===== config.mk =====
export PLATFORM = sky130hd
export DESIGN_NAME = clock_source_sequencer
export DESIGN_NICKNAME = d
export VERILOG_FILES = /design/src/rtl/clock_switch_pkg.sv /design/src/rtl/cdc_sync_bit.sv /design/src/rtl/clock_source_sequencer.sv
export SDC_FILE = /design/constraint.sdc
export NUM_CORES = 1
export LEC_CHECK = 0
export ABC_AREA = 1
export BUFFER_PORTS_ARGS = -buffer_cell sky130_fd_sc_hd__buf_2
export CAP_MARGIN = 15
export CORE_MARGIN = 2
export CORE_UTILIZATION = 59
export CTS_BUF_LIST = sky130_fd_sc_hd__clkbuf_8 sky130_fd_sc_hd__clkbuf_16
export DETAILED_ROUTE_END_ITERATION = 10
export HOLD_SLACK_MARGIN = 0.06
export PLACE_DENSITY = 0.77
export REMOVE_ABC_BUFFERS = 1
export SLEW_MARGIN = 20
export SYNTH_ARGS = -nofsm -noshare
export SYNTH_HDL_FRONTEND = slang
export SYNTH_SLANG_ARGS = --single-unit

===== constraint.sdc =====
create_clock -name clk -period 1.85 [get_ports clk]
set_input_delay 0.555 -clock clk [delete_from_list [all_inputs] [get_ports clk]]
set_output_delay 0.555 -clock clk [all_outputs]
set_load 0.05 [all_outputs]

===== src/rtl/clock_switch_pkg.sv =====
// Shared encodings for the PLL reference-clock sequencer.
package clock_switch_pkg;

  // Sequencer states; the numeric values are visible on the status port.
  typedef enum logic [2:0] {
    ST_HOLD_RST  = 3'd1,
    ST_WAIT_LOCK = 3'd2,
    ST_SETTLE    = 3'd3,
    ST_LOCKED    = 3'd4,
    ST_FAULT     = 3'd5
  } state_e;

  // Clock-mux source selects.
  localparam logic SRC_OSC  = 1'b0;  // on-board oscillator
  localparam logic SRC_LINK = 1'b1;  // recovered link clock

  localparam int TIMER_W = 20;
  localparam int RETRY_W = 4;

  // Saturating increment for the retry counter; MAX_RETRY caps it well
  // below the top code, so saturation is only a safety net.
  function automatic logic [RETRY_W-1:0] sat_inc(input logic [RETRY_W-1:0] v);
    return (v == {RETRY_W{1'b1}}) ? v : v + RETRY_W'(1);
  endfunction

endpackage


===== src/rtl/cdc_sync_bit.sv =====
// Multi-flop synchroniser for a single asynchronous level signal.
module cdc_sync_bit #(
  parameter int STAGES = 2
) (
  input  logic clk,
  input  logic reset,
  input  logic d,
  output logic q
);

  logic [STAGES-1:0] sync_q;

  // Shift the async level through STAGES flops; all clear on reset.
  always_ff @(posedge clk or posedge reset) begin
    if (reset) sync_q <= '0;
    else       sync_q <= {sync_q[STAGES-2:0], d};
  end

  assign q = sync_q[STAGES-1];

endmodule


===== src/rtl/clock_source_sequencer.sv =====
// Glitch-safe PLL reference switcher: holds the PLL in reset around every
// mux change, waits for lock with a timeout, requires a stable lock window,
// retries, and falls back to the oscillator if the link clock won't lock.
module clock_source_sequencer
  import clock_switch_pkg::*;
#(
  parameter int RST_CYCLES    = 16,
  parameter int LOCK_TIMEOUT  = 65535,
  parameter int SETTLE_CYCLES = 256,
  parameter int MAX_RETRY     = 3,
  parameter int SYNC_STAGES   = 2
) (
  input  logic               clk,
  input  logic               reset,
  input  logic               switch_req,
  input  logic               sel_req,
  input  logic               pll_locked,
  output logic               clk_sel,
  output logic               pll_reset,
  output logic               busy,
  output logic               done,
  output logic               fail,
  output logic               lock_lost,
  output logic [2:0]         state,
  output logic [RETRY_W-1:0] retry_cnt
);

  // Terminal counts for the shared timer, one per timed state.
  localparam logic [TIMER_W-1:0] RST_LAST    = TIMER_W'(RST_CYCLES - 1);
  localparam logic [TIMER_W-1:0] TIMEOUT_LAST = TIMER_W'(LOCK_TIMEOUT - 1);
  localparam logic [TIMER_W-1:0] SETTLE_LAST = TIMER_W'(SETTLE_CYCLES - 1);
  localparam logic [RETRY_W-1:0] RETRY_LIMIT = RETRY_W'(MAX_RETRY);

  state_e             st;
  logic [TIMER_W-1:0] timer;
  logic               lk;
  logic               attempt_fail;
  logic [RETRY_W-1:0] retry_nxt;

  // pll_locked comes from the PLL's own domain; every decision uses lk.
  cdc_sync_bit #(.STAGES(SYNC_STAGES)) u_lock_sync (
    .clk   (clk),
    .reset (reset),
    .d     (pll_locked),
    .q     (lk)
  );

  // An attempt dies on a WAIT_LOCK timeout (lock arriving the same cycle
  // wins) or on any drop of lock while settling.
  always_comb begin
    attempt_fail = 1'b0;
    if (st == ST_WAIT_LOCK && !lk && timer == TIMEOUT_LAST) attempt_fail = 1'b1;
    if (st == ST_SETTLE && !lk)                             attempt_fail = 1'b1;
  end

  assign retry_nxt = sat_inc(retry_cnt);
  assign state     = st;

  // Sequencer FSM; every output is registered so the mux select and PLL
  // reset can only move together on the edge that enters HOLD_RST.
  always_ff @(posedge clk or posedge reset) begin
    if (reset) begin
      st        <= ST_HOLD_RST;
      timer     <= '0;
      clk_sel   <= SRC_OSC;
      pll_reset <= 1'b1;
      busy      <= 1'b1;
      done      <= 1'b0;
      fail      <= 1'b0;
      lock_lost <= 1'b0;
      retry_cnt <= '0;
    end else begin
      done      <= 1'b0;
      lock_lost <= 1'b0;
      if (attempt_fail) begin
        timer     <= '0;
        pll_reset <= 1'b1;
        if (retry_nxt < RETRY_LIMIT) begin
          // Retry on the same source.
          st        <= ST_HOLD_RST;
          retry_cnt <= retry_nxt;
          busy      <= 1'b1;
        end else if (clk_sel == SRC_LINK) begin
          // Link clock exhausted its retries: fall back to the oscillator.
          st        <= ST_HOLD_RST;
          clk_sel   <= SRC_OSC;
          retry_cnt <= '0;
          fail      <= 1'b1;
          busy      <= 1'b1;
        end else begin
          // Oscillator will not lock either; park with the PLL held in reset.
          st        <= ST_FAULT;
          clk_sel   <= SRC_OSC;
          retry_cnt <= retry_nxt;
          fail      <= 1'b1;
          busy      <= 1'b0;
        end
      end else begin
        case (st)
          ST_HOLD_RST: begin
            if (timer == RST_LAST) begin
              st        <= ST_WAIT_LOCK;
              pll_reset <= 1'b0;
              timer     <= '0;
            end else begin
              timer <= timer + TIMER_W'(1);
            end
          end
          ST_WAIT_LOCK: begin
            if (lk) begin
              st    <= ST_SETTLE;
              timer <= '0;
            end else begin
              timer <= timer + TIMER_W'(1);
            end
          end
          ST_SETTLE: begin
            // lk is high here; a low lk was already taken as attempt_fail.
            if (timer == SETTLE_LAST) begin
              st    <= ST_LOCKED;
              done  <= 1'b1;
              busy  <= 1'b0;
              timer <= '0;
            end else begin
              timer <= timer + TIMER_W'(1);
            end
          end
          ST_LOCKED: begin
            if (!lk) begin
              // Lock loss beats a coincident switch request, which is dropped.
              st        <= ST_HOLD_RST;
              lock_lost <= 1'b1;
              retry_cnt <= '0;
              pll_reset <= 1'b1;
              busy      <= 1'b1;
              timer     <= '0;
            end else if (switch_req) begin
              st        <= ST_HOLD_RST;
              clk_sel   <= sel_req;
              retry_cnt <= '0;
              fail      <= 1'b0;
              pll_reset <= 1'b1;
              busy      <= 1'b1;
              timer     <= '0;
            end
          end
          ST_FAULT: begin
            pll_reset <= 1'b1;
            if (switch_req) begin
              st        <= ST_HOLD_RST;
              clk_sel   <= sel_req;
              retry_cnt <= '0;
              fail      <= 1'b0;
              busy      <= 1'b1;
              timer     <= '0;
            end
          end
          default: begin
            st        <= ST_HOLD_RST;
            pll_reset <= 1'b1;
            busy      <= 1'b1;
            timer     <= '0;
          end
        endcase
      end
    end
  end

endmodule


==> impl_metrics.yaml, run 1 <==
run_status:
  outcome: "finished, final reports clean"
sta:
  worst_pin_slew_ns: 0.4564
  clock_skew_ns: 0.008090
  fin_ws_ns: 0.06069
  hold_viol: 0
  slew_headroom_pct: 69.58
  drv_slew: 0
  fin_crit_sh_pct: 96.72
  fmax_mhz: 558.9
  final-setup-viol-count: 0
  period_minus_slack_ns: 1.789
  rsz0062_at_grt: "true"
pwr:
  combPwrFrac_pct: 52.5
  pwr-share-seq_pct: 27.7
  p_int_mw: 1.951
  clkPwrFrac_pct: 19.8
  p_per_area_nw_per_um2: 1307
  switching_share_pct: 47.81
  vdd_drop_max_v: 0.0007732
  switchingPower_mw: 1.788
  p_leak_nw: 1.557
clock_tree:
  htreeDepth: 2
  cts_hold_buf: 0
  clock_latency_ns: 0.30
  cts.path.max_buffers: 2
  clkSinkCount: 35
  path_clk_slew_ns: 0.08
  numCtsBuffers: 5
  cts-root-buf: "clkbuf_8"
  cts_tree: "done"
finish:
  design_area_sq_um: 2861
  area_growth_pct: 18.25
  fin_cells: 455
  nNetsFinal: 412
  layout-drive-gt1-share_pct: 20.49
  num-fill-cells: 335
  final_util_pct: 72.05
  diodes: 0
placement:
  place_inst: 441
  dp_hpwl_mm: 4.446
  placedInstanceArea_sq_um: 2633
  port_buffers: 17
  place_ws_ns: 0.03888
  place.gp.congestion: 0.9510
synth:
  synth_area_per_cell_sq_um: 6.648
  synth_ff_type: "dfrtp_1"
  syn_area_sq_um: 2420
  synth_cell_types: 32
  yosys.area.top_type: "dfrtp_1"
  ys_ff_latch: 35
  ys_seq_area_share_pct: 36.35
  synth_edf_count: 0
  async_flop_share_pct: 100.0
  synth.top_cell.area_share_pct: 33.09
  yosys-top-cells-count: "nand2_1 (131), inv_1 (47), nor2_1 (38)"
  synth_warnings: 0
  synth_area_leaders: "dfrtp_1 (33%), nand2_1 (20%), inv_1 (7.3%)"
  synth.most_common_cell: "nand2_1"
  synthCells: 364
critical_path:
  cp_data_arrival_time_ns: 1.98
  crit_start: "timer[0]"
  crit_type: "flip-flop to flip-flop"
  cp-end-kind: "flip-flop"
  worstPathCellList: "ha_2 > nand3_2 > nor2_2 > nand3_1 > nand2_2 > nand3b_2 > nand2_1 > a21oi_1"
  cpPeakStageDelay_ns: 0.43
  crit_path_top_delay_cell: "dfrtp_1"
  cp_max_fo: 8
  required_ns: 2.04
  critPathLaunchType: "flip-flop"
  r2r-start: "timer[0]"
die:
  chipHeight_microns: 68.04
  fp-row-count: 23
  die_area_sq_um: 4629
  ios: 18
  coreArea_sq_um: 3971
  die-width_microns: 68.04
  initial_utilization_pct: 60.93
hold_path:
  min_path_type: "primary input to asynchronous set/reset pin"
detailed_routing:
  drc: 0
  antenna_left: 0
  wl_mm: 6.275
  vias_per_cell: 5.462
  drt_iter0_drc: 274
  wire_per_inst_microns: 13.79
  first_pass_iters: 5
  via_count: 2485
global_routing:
  antenna_found_initial: 0
  grt_pass1_wl_mm: 9.729
  grt-ovfl-total: 0
  grt_pass1_vias: 2167
  grt.total_usage_pct: 28.10
  grt_max_degree: 36
job:
  maxCapViolCount: 0
==> layout by cell type (no fill, tap or decap), types with 6 or more instances in the layout <==
cell,count
nand2_1,129
inv_1,46
buf_2,17
buf_4,17
dfrtp_1,32
o21ai_0,9
nor2_2,8
nand3_1,31
nand4_1,9
clkbuf_8,6
a21oi_1,13
nor2_1,33
==> path summary, 6_finish.rpt <==
kind                                               to  slack, ns  cells past startpoint
worst min register to register  u_lock_sync.sync_q[1]       0.36                      0
max in group asynchronous                    state[0]       1.14                      3
worst min-delay path                     retry_cnt[2]       0.35                      3
worst max-delay path                        timer[14]       0.06                      8
worst max register to register              timer[14]       0.06                      8
min in group clk                u_lock_sync.sync_q[1]       0.36                      0
==> sequential cells by signal (all words and copies together) (netlist names) <==
| signal | flops |
|---|---|
| busy | 1 |
| clk_sel | 1 |
| done | 1 |
| fail | 1 |
| lock_lost | 1 |
| pll_reset | 1 |
| retry_cnt | 4 |
| state | 3 |
| timer | 20 |
| u_lock_sync.sync_q | 2 |
==> per-layer routing <==
layer  wire [microns]  vias up  part of all wire [%]  track usage [%]
li1                 -     1232                     -                -
met1             2772     1119                    44            38.00
met2             2874      120                    46            42.96
met3              514       14                   8.2            8.224
met4              114        0                   1.8            9.250
met5                0        -                     0                0
==> worst max-delay path, delay by kind of cell, from the launching register on <==
family	cells	cell delay, ns
AOI/OAI and AO/OA	1	0.06
adders and majority gates	1	0.24
DFF	1	0.43
and+or+nand+nor	6	0.94
==> cells by family (layout without fill, tap and decap cells) <==
kind of cell	Yosys count	count (layout)	synth area share, %
and+or+nand+nor	236	239	43.74
buffers and inverters	55	93	9.565
DFF	35	35	36.35
AOI/OAI and AO/OA	27	27	5.895
xor gates and xnor gates	8	8	2.896
adders and majority gates	3	3	1.551
==> through the flow <==
step / hold slack (ns) / total power [mW] / setup TNS (ns)
CTS: 0.3547 / 3.508 / 0
global placement: 0.3372 / 2.746 / 0
floorplan: 0.3312 / 2.284 / 0
finish: 0.3451 / 3.739 / 0
global route: 0.3591 / 3.974 / -0.2778
detailed placement: 0.3417 / 2.770 / 0
==> power groups by stage <==
stage	combinational [mW]	sequential, mW	clock, mW
global route	2.15	1.05	0.777
floorplan	0.928	1.36	0
detailed placement	1.74	1.03	0
finish	1.96	1.03	0.740
global placement	1.71	1.03	0
CTS	1.74	1.02	0.744
==> layout make-up <==
class | count | area (sq um) | area share, %
repair buffers | 34 | 212.7 | 7.433
clock buffers | 6 | 82.58 | 2.886
inverters | 51 | 191.4 | 6.690
well taps | 50 | 62.56 | 2.186
multi-input cells | 277 | 1398 | 48.84
flip-flops and latches | 35 | 879.6 | 30.74
clock inverters | 2 | 35.03 | 1.224
==> repair_timing <==
| item | CTS | global route |
|---|---|---|
| resized for setup | 0 | 17 |
| setup endpoints to repair | 0 | 23 |
| setup buffers | 0 | 3 |
Power figures use the tool's default switching activity.
==> run 2, diff against run 1 <==
--- a/config.mk
+++ b/config.mk
@@ -5,7 +5,6 @@
 export SDC_FILE = /design/constraint.sdc
 export NUM_CORES = 1
 export LEC_CHECK = 0
-export ABC_AREA = 1
 export BUFFER_PORTS_ARGS = -buffer_cell sky130_fd_sc_hd__buf_2
 export CAP_MARGIN = 15
 export CORE_MARGIN = 2
@@ -13,7 +12,7 @@
 export CTS_BUF_LIST = sky130_fd_sc_hd__clkbuf_8 sky130_fd_sc_hd__clkbuf_16
 export DETAILED_ROUTE_END_ITERATION = 10
 export HOLD_SLACK_MARGIN = 0.06
-export PLACE_DENSITY = 0.77
+export PLACE_DENSITY_LB_ADDON = 0.15
 export REMOVE_ABC_BUFFERS = 1
 export SLEW_MARGIN = 20
 export SYNTH_ARGS = -nofsm -noshare
==> run 2 against run 1 <==
The flow now finishes with violations (setup timing). Synthesized cell count shrank 34%. Maximum frequency shrank 17%. First-iteration DRC count grew to 2.5 times the previous value. Sequential share of layout area shrank 3.4 points. Count of clock-buffer cells in the layout is 1 lower. Critical path depth decreased by 1. Cell area up 12%. Clock skew is 0.0035 ns higher. Global-route usage grew 8.8 points. Non-clock buffer count up 58. Routed wire length increased by 54%. Highest routed layer unchanged.
==> impl_metrics.yaml, run 2 <==
global_routing:
  top_usage_layer: "met2"
  antenna_found_initial: 0
  use_met2_pct: 61.59
  grtUsageMet1_pct: 45.74
  grt_max_degree: 36
  grt.total_usage_pct: 36.91
  grt_pass1_wl_mm: 11.66
  grt-ovfl-total: 0
  use_met3_pct: 4.930
  grt_pass1_vias: 2411
detailed_routing:
  vias_per_cell: 7.240
  via_count: 2744
  drc: 0
  wl_mm: 9.653
  antenna_left: 0
  wire_per_inst_microns: 25.47
  first_pass_iters: 6
  drt_iter0_drc: 686
clock_tree:
  cts_tree: "done"
  clock_latency_ns: 0.31
  htreeDepth: 2
  cts-root-buf: "clkbuf_8"
  clkSinkCount: 35
  cts_hold_buf: 0
  cts.path.max_buffers: 2
  path_clk_slew_ns: 0.08
  numCtsBuffers: 5
placement:
  place_inst: 356
  port_buffers: 17
  dp_hpwl_mm: 3.822
  place.gp.congestion: 0.9199
critical_path:
  crit_path_top_delay_cell: "dfrtp_1"
  r2r-start: "timer[10]"
  worst_path_dominant_cell_family: "simple AND/OR/NAND/NOR gates"
  r2r_cells: 7
  rrSetupSlack_ns: -0.31
  cp-end-kind: "flip-flop"
  cp_data_arrival_time_ns: 2.38
  cp_max_fo: 6
  worst-path-buf-inv: 1
  worstPathCellList: "buf_4 > and4_4 > and2_1 > nand4_1 > a21oi_4 > mux2_4 > mux2i_1"
  critPathLaunchType: "flip-flop"
  timing.rr.end: "retry_cnt[0]"
  crit_type: "flip-flop to flip-flop"
  cpPeakStageDelay_ns: 0.39
  required_ns: 2.08
sta:
  fmax_mhz: 463.6
  clock_skew_ns: 0.01160
  slew_headroom_pct: 68.61
  hold_viol: 0
  fin_setup_tns_ns: -5.409
  final-setup-viol-count: 30
  worst_pin_slew_ns: 0.4645
  fin_crit_sh_pct: 116.6
  rsz0062_at_grt: "true"
  drv_slew: 0
  period_minus_slack_ns: 2.157
  fin_ws_ns: -0.3071
  holdWs_ns: 0.3462
finish:
  num-fill-cells: 88
  nNetsFinal: 340
  layout-drive-gt1-share_pct: 45.35
  final_util_pct: 94.94
  layout_common_cells: "buf_4 (65), dfrtp_1 (32), nor2_1 (28)"
  fin_cells: 379
  largest-register: "timer"
  diodes: 0
  final_common_cell: "buf_4"
  largest_reg_flops: 20
  area_growth_pct: 52.10
die:
  coreArea_sq_um: 3390
  die-width_microns: 63.89
  fp-row-count: 21
  chipHeight_microns: 63.89
  ios: 18
  initial_utilization_pct: 62.42
  die_area_sq_um: 4081
job:
  maxCapViolCount: 0
synth:
  synth_edf_count: 0
  syn_area_sq_um: 2116
  async_flop_share_pct: 100.0
  synth_area_leaders: "dfrtp_1 (38%), nor2_1 (5.7%), nand2_1 (5.0%)"
  synth.top_cell.area_share_pct: 37.85
  synth_cell_types: 55
  yosys.area.top_type: "dfrtp_1"
  synth_warnings: 0
  synth_area_per_cell_sq_um: 8.779
  synth_ff_type: "dfrtp_1"
  ys_ff_latch: 35
  yosys-top-cells-count: "dfrtp_1 (32), nor2_1 (32), nand2_1 (28)"
  synthCells: 241
  ys_seq_area_share_pct: 41.57
pwr:
  vdd_drop_max_v: 0.0009761
  p_per_area_nw_per_um2: 1621
  p_total_mw: 5.216
  p_leak_nw: 1.485
run_status:
  violations: "setup timing"
  outcome: "finished with violations"
hold_path:
  hp-start: "pll_locked"
  hold_path_depth: 1
  holdPathEnd: "u_lock_sync.sync_q[0]"
  min_path_type: "primary input to flip-flop"
## run 2: cell types whose count changed after synthesis, sizes merged, moves of 5 or more
cell / before / now
o21ai: 11 / 16
inv: 51 / 8
nand2: 135 / 28
and4: 0 / 5
nor4: 0 / 6
a221o: 0 / 9
nor2: 45 / 33
nor2b: 0 / 5
nand3: 35 / 10
a21oi: 14 / 8
## run 2: stage by stage
| stage | worst slack [ns] | cell area [sq um] |
|---|---|---|
| final | -0.3071 | 3218 |
| after global routing | -0.3306 | 3218 |
| after CTS | -0.1252 | 2985 |
| after detailed placement | -0.3705 | 2678 |
| after global placement | -0.2401 | 2678 |
| after floorplan | -0.5196 | 2072 |
## run 2: how the worst max path moves through the flow
stage	from	to	slack, ns	depth (start not counted)
global placement	switch_req	timer[4]	-0.24	4
finish	timer[10]	retry_cnt[0]	-0.31	7
detailed placement	switch_req	timer[4]	-0.37	4
global route	timer[15]	retry_cnt[0]	-0.33	7
CTS	timer[0]	timer[7]	-0.13	8
floorplan	retry_cnt[0]	state[2]	-0.52	7
## run 2: what timing repair did
| action | 4_1_cts | 5_1_grt |
|---|---|---|
| pin swaps | 14 | 27 |
| buffers inserted | 5 | 9 |
| endpoints found under the setup margin | 28 | 30 |
| gates resized for setup | 32 | 37 |
| gates cloned | 1 | 0 |
## run 2: metal layers
layer,part of all wire (%),vias up
met2,43,328
met3,14,108
met5,0,-
met1,34,1234
met4,9.1,0
li1,-,1074
## run 2: cell families (layout without fill, tap and decap cells)
logic type,Yosys count,in the layout,share of synthesized area (%)
flops,35,35,41.57
simple gates,118,118,28.92
buf+inv,16,108,3.489
mux,3,3,1.537
xor+xnor,4,4,1.656
fa+ha+maj,3,3,1.774
compound gates,62,62,21.05
## run 2: cell type report
class,instances,area [sq um],share of cell area [%]
repair buffers,92,719.4,22.36
well taps,46,57.56,1.788
clock buffers,5,68.82,2.138
flip-flops and latches,35,879.6,27.33
inverters,8,30.03,0.9331
multi-input cells,190,1419,44.09
clock inverters,3,43.79,1.361
## run 2: report_power, final
| part | switching [mW] | internal, mW | total (mW) |
|---|---|---|---|
| combinational | 1.97 | 1.44 | 3.41 |
| sequential | 0.163 | 0.918 | 1.08 |
| clock | 0.322 | 0.401 | 0.724 |
==> run 3, diff against run 2 <==
--- a/config.mk
+++ b/config.mk
@@ -9,7 +9,7 @@
 export CAP_MARGIN = 15
 export CORE_MARGIN = 2
 export CORE_UTILIZATION = 59
-export CTS_BUF_LIST = sky130_fd_sc_hd__clkbuf_8 sky130_fd_sc_hd__clkbuf_16
+export CTS_BUF_LIST = sky130_fd_sc_hd__clkbuf_4
 export DETAILED_ROUTE_END_ITERATION = 10
 export HOLD_SLACK_MARGIN = 0.06
 export PLACE_DENSITY_LB_ADDON = 0.15
==> run 3 against run 2 <==
The flow still finishes with violations (setup timing). Register-to-register slack improved by 0.04 ns. Clock skew is 0.012 ns higher. Power decreased by 13%. Utilization down 4.5 points. Final cell count shrank 2.4%. Routed wire length down 17%. Critical path type unchanged. Largest cell class unchanged.
==> impl_metrics.yaml, run 3 (synthesized netlist as in run 2, its figures left out) <==
critical_path:
  cp-end-kind: "flip-flop"
  critPathLaunchType: "flip-flop"
  cp_max_fo: 4
  crit_type: "flip-flop to flip-flop"
  cp_data_arrival_time_ns: 2.42
  required_ns: 2.16
die:
  ios: 18
  fp-row-count: 21
  coreArea_sq_um: 3390
  chipHeight_microns: 63.89
  die_area_sq_um: 4081
  initial_utilization_pct: 62.42
  die-width_microns: 63.89
clock_tree:
  cts.path.max_buffers: 2
  htreeDepth: 2
  cts_hold_buf: 0
  numCtsBuffers: 5
  cts_tree: "done"
  path_clk_slew_ns: 0.13
  clkSinkCount: 35
  cts-root-buf: "clkbuf_4"
  clock_latency_ns: 0.38
sta:
  slew_headroom_pct: 53.85
  clock_skew_ns: 0.02361
  final-setup-viol-count: 32
  rsz0062_at_grt: "true"
  fin_setup_tns_ns: -4.917
  drv_slew: 0
  holdWs_ns: 0.2549
  fmax_mhz: 473.2
  fin_crit_sh_pct: 114.2
  period_minus_slack_ns: 2.113
  hold_viol: 0
  worst_pin_slew_ns: 0.6859
  fin_ws_ns: -0.2634
run_status:
  outcome: "finished with violations"
  violations: "setup timing"
placement:
  dp_hpwl_mm: 3.822
  place_inst: 356
  port_buffers: 17
  place.gp.congestion: 0.9199
finish:
  fin_cells: 370
  regArea_sq_um: 882.1
  final_common_cell: "buf_4"
  nNetsFinal: 331
  largest_reg_flops: 20
  final_util_pct: 90.44
  num-fill-cells: 130
  largest-register: "timer"
  layout_common_cells: "buf_4 (60), dfrtp_1 (30), nor2_1 (28)"
  diodes: 0
  layout-drive-gt1-share_pct: 44.44
  multi_input_area_sq_um: 1394
  area_growth_pct: 44.88
job:
  maxCapViolCount: 0
detailed_routing:
  drt_iter0_drc: 387
  first_pass_iters: 5
  via_count: 2457
  antenna_left: 0
  wire_per_inst_microns: 21.72
  vias_per_cell: 6.641
  drc: 0
  wl_mm: 8.038
global_routing:
  grt_pass1_wl_mm: 10.01
  grt-ovfl-total: 0
  antenna_found_initial: 0
  grt_pass1_vias: 2174
  grt.total_usage_pct: 31.69
  grt_max_degree: 36
pwr:
  vdd_drop_max_v: 0.0009611
  p_per_area_nw_per_um2: 1477
  p_total_mw: 4.528
  p_leak_nw: 1.410
hold_path:
  min_path_type: "primary input to asynchronous set/reset pin"
-- run 3: changes by cell type in the layout (fill, tap and decap cells not counted), moves of 2 or more --
cell      before  now
clkbuf_4       0    6
and2_1         3    1
dfrtp_2        0    2
o31ai_4        2    0
nor2b_4        1    3
buf_2         17   15
dfrtp_1       32   30
nor2b_2        2    0
and2_4         1    3
clkbuf_8       5    0
buf_4         65   60
-- run 3: worst max-delay path: stages (launching register included) --
cell and delay (ns):
dfrtp_1 0.43, inv_1 0.08, ha_2 0.16, and3_4 0.22, and2_4 0.16, nand4_1 0.18, a21oi_2 0.32, mux2_4 0.34
mux2i_1 0.16
-- run 3: timing repair --
action                     4_1_cts  5_1_grt
setup endpoints to repair       29       31
gates resized for setup         21       47
pin swaps                        6       25
setup buffers                    2        5
-- run 3: stage by stage --
stage | instance area, sq um | worst slack (ns)
after floorplan | 2072 | -0.5196
after global placement | 2678 | -0.2401
after detailed placement | 2678 | -0.3705
after CTS | 2861 | -0.1184
after global routing | 3065 | -0.3126
final | 3065 | -0.2634
-- run 3: area by class of cell --
type / count / area share, %
flip-flops and latches: 35 / 28.78
clock buffers: 5 / 1.224
well taps: 46 / 1.878
inverters: 8 / 0.9796
multi-input cells: 190 / 45.47
clock inverters: 3 / 1.429
repair buffers: 83 / 20.24
-- run 3: path summary, 6_finish.rpt --
kind	from	to	slack [ns]	cells past startpoint
min in group clk	pll_locked	u_lock_sync.sync_q[0]	0.27	1
hold / removal	reset	timer[8]	0.25	3
setup / recovery	timer[0]	retry_cnt[0]	-0.26	8
setup reg to reg	timer[0]	retry_cnt[0]	-0.26	8
hold reg to reg	u_lock_sync.sync_q[0]	u_lock_sync.sync_q[1]	0.38	0
max in group asynchronous	reset	pll_reset	1.24	3
-- run 3: power by group --
part           leakage (nW)  total [mW]  internal, mW  switching [mW]
Clock                0.0452       0.593         0.284           0.309
Combinational         0.904        2.85          1.18            1.68
Sequential            0.460        1.08         0.921           0.160
-- run 3: metal layers --
metal	routed length (microns)	share of wire, %	GRT usage (%)
met5	0	0	0
met4	581	7.2	14.95
met3	714	8.9	5.986
met2	3775	47	51.04
met1	2966	37	41.13
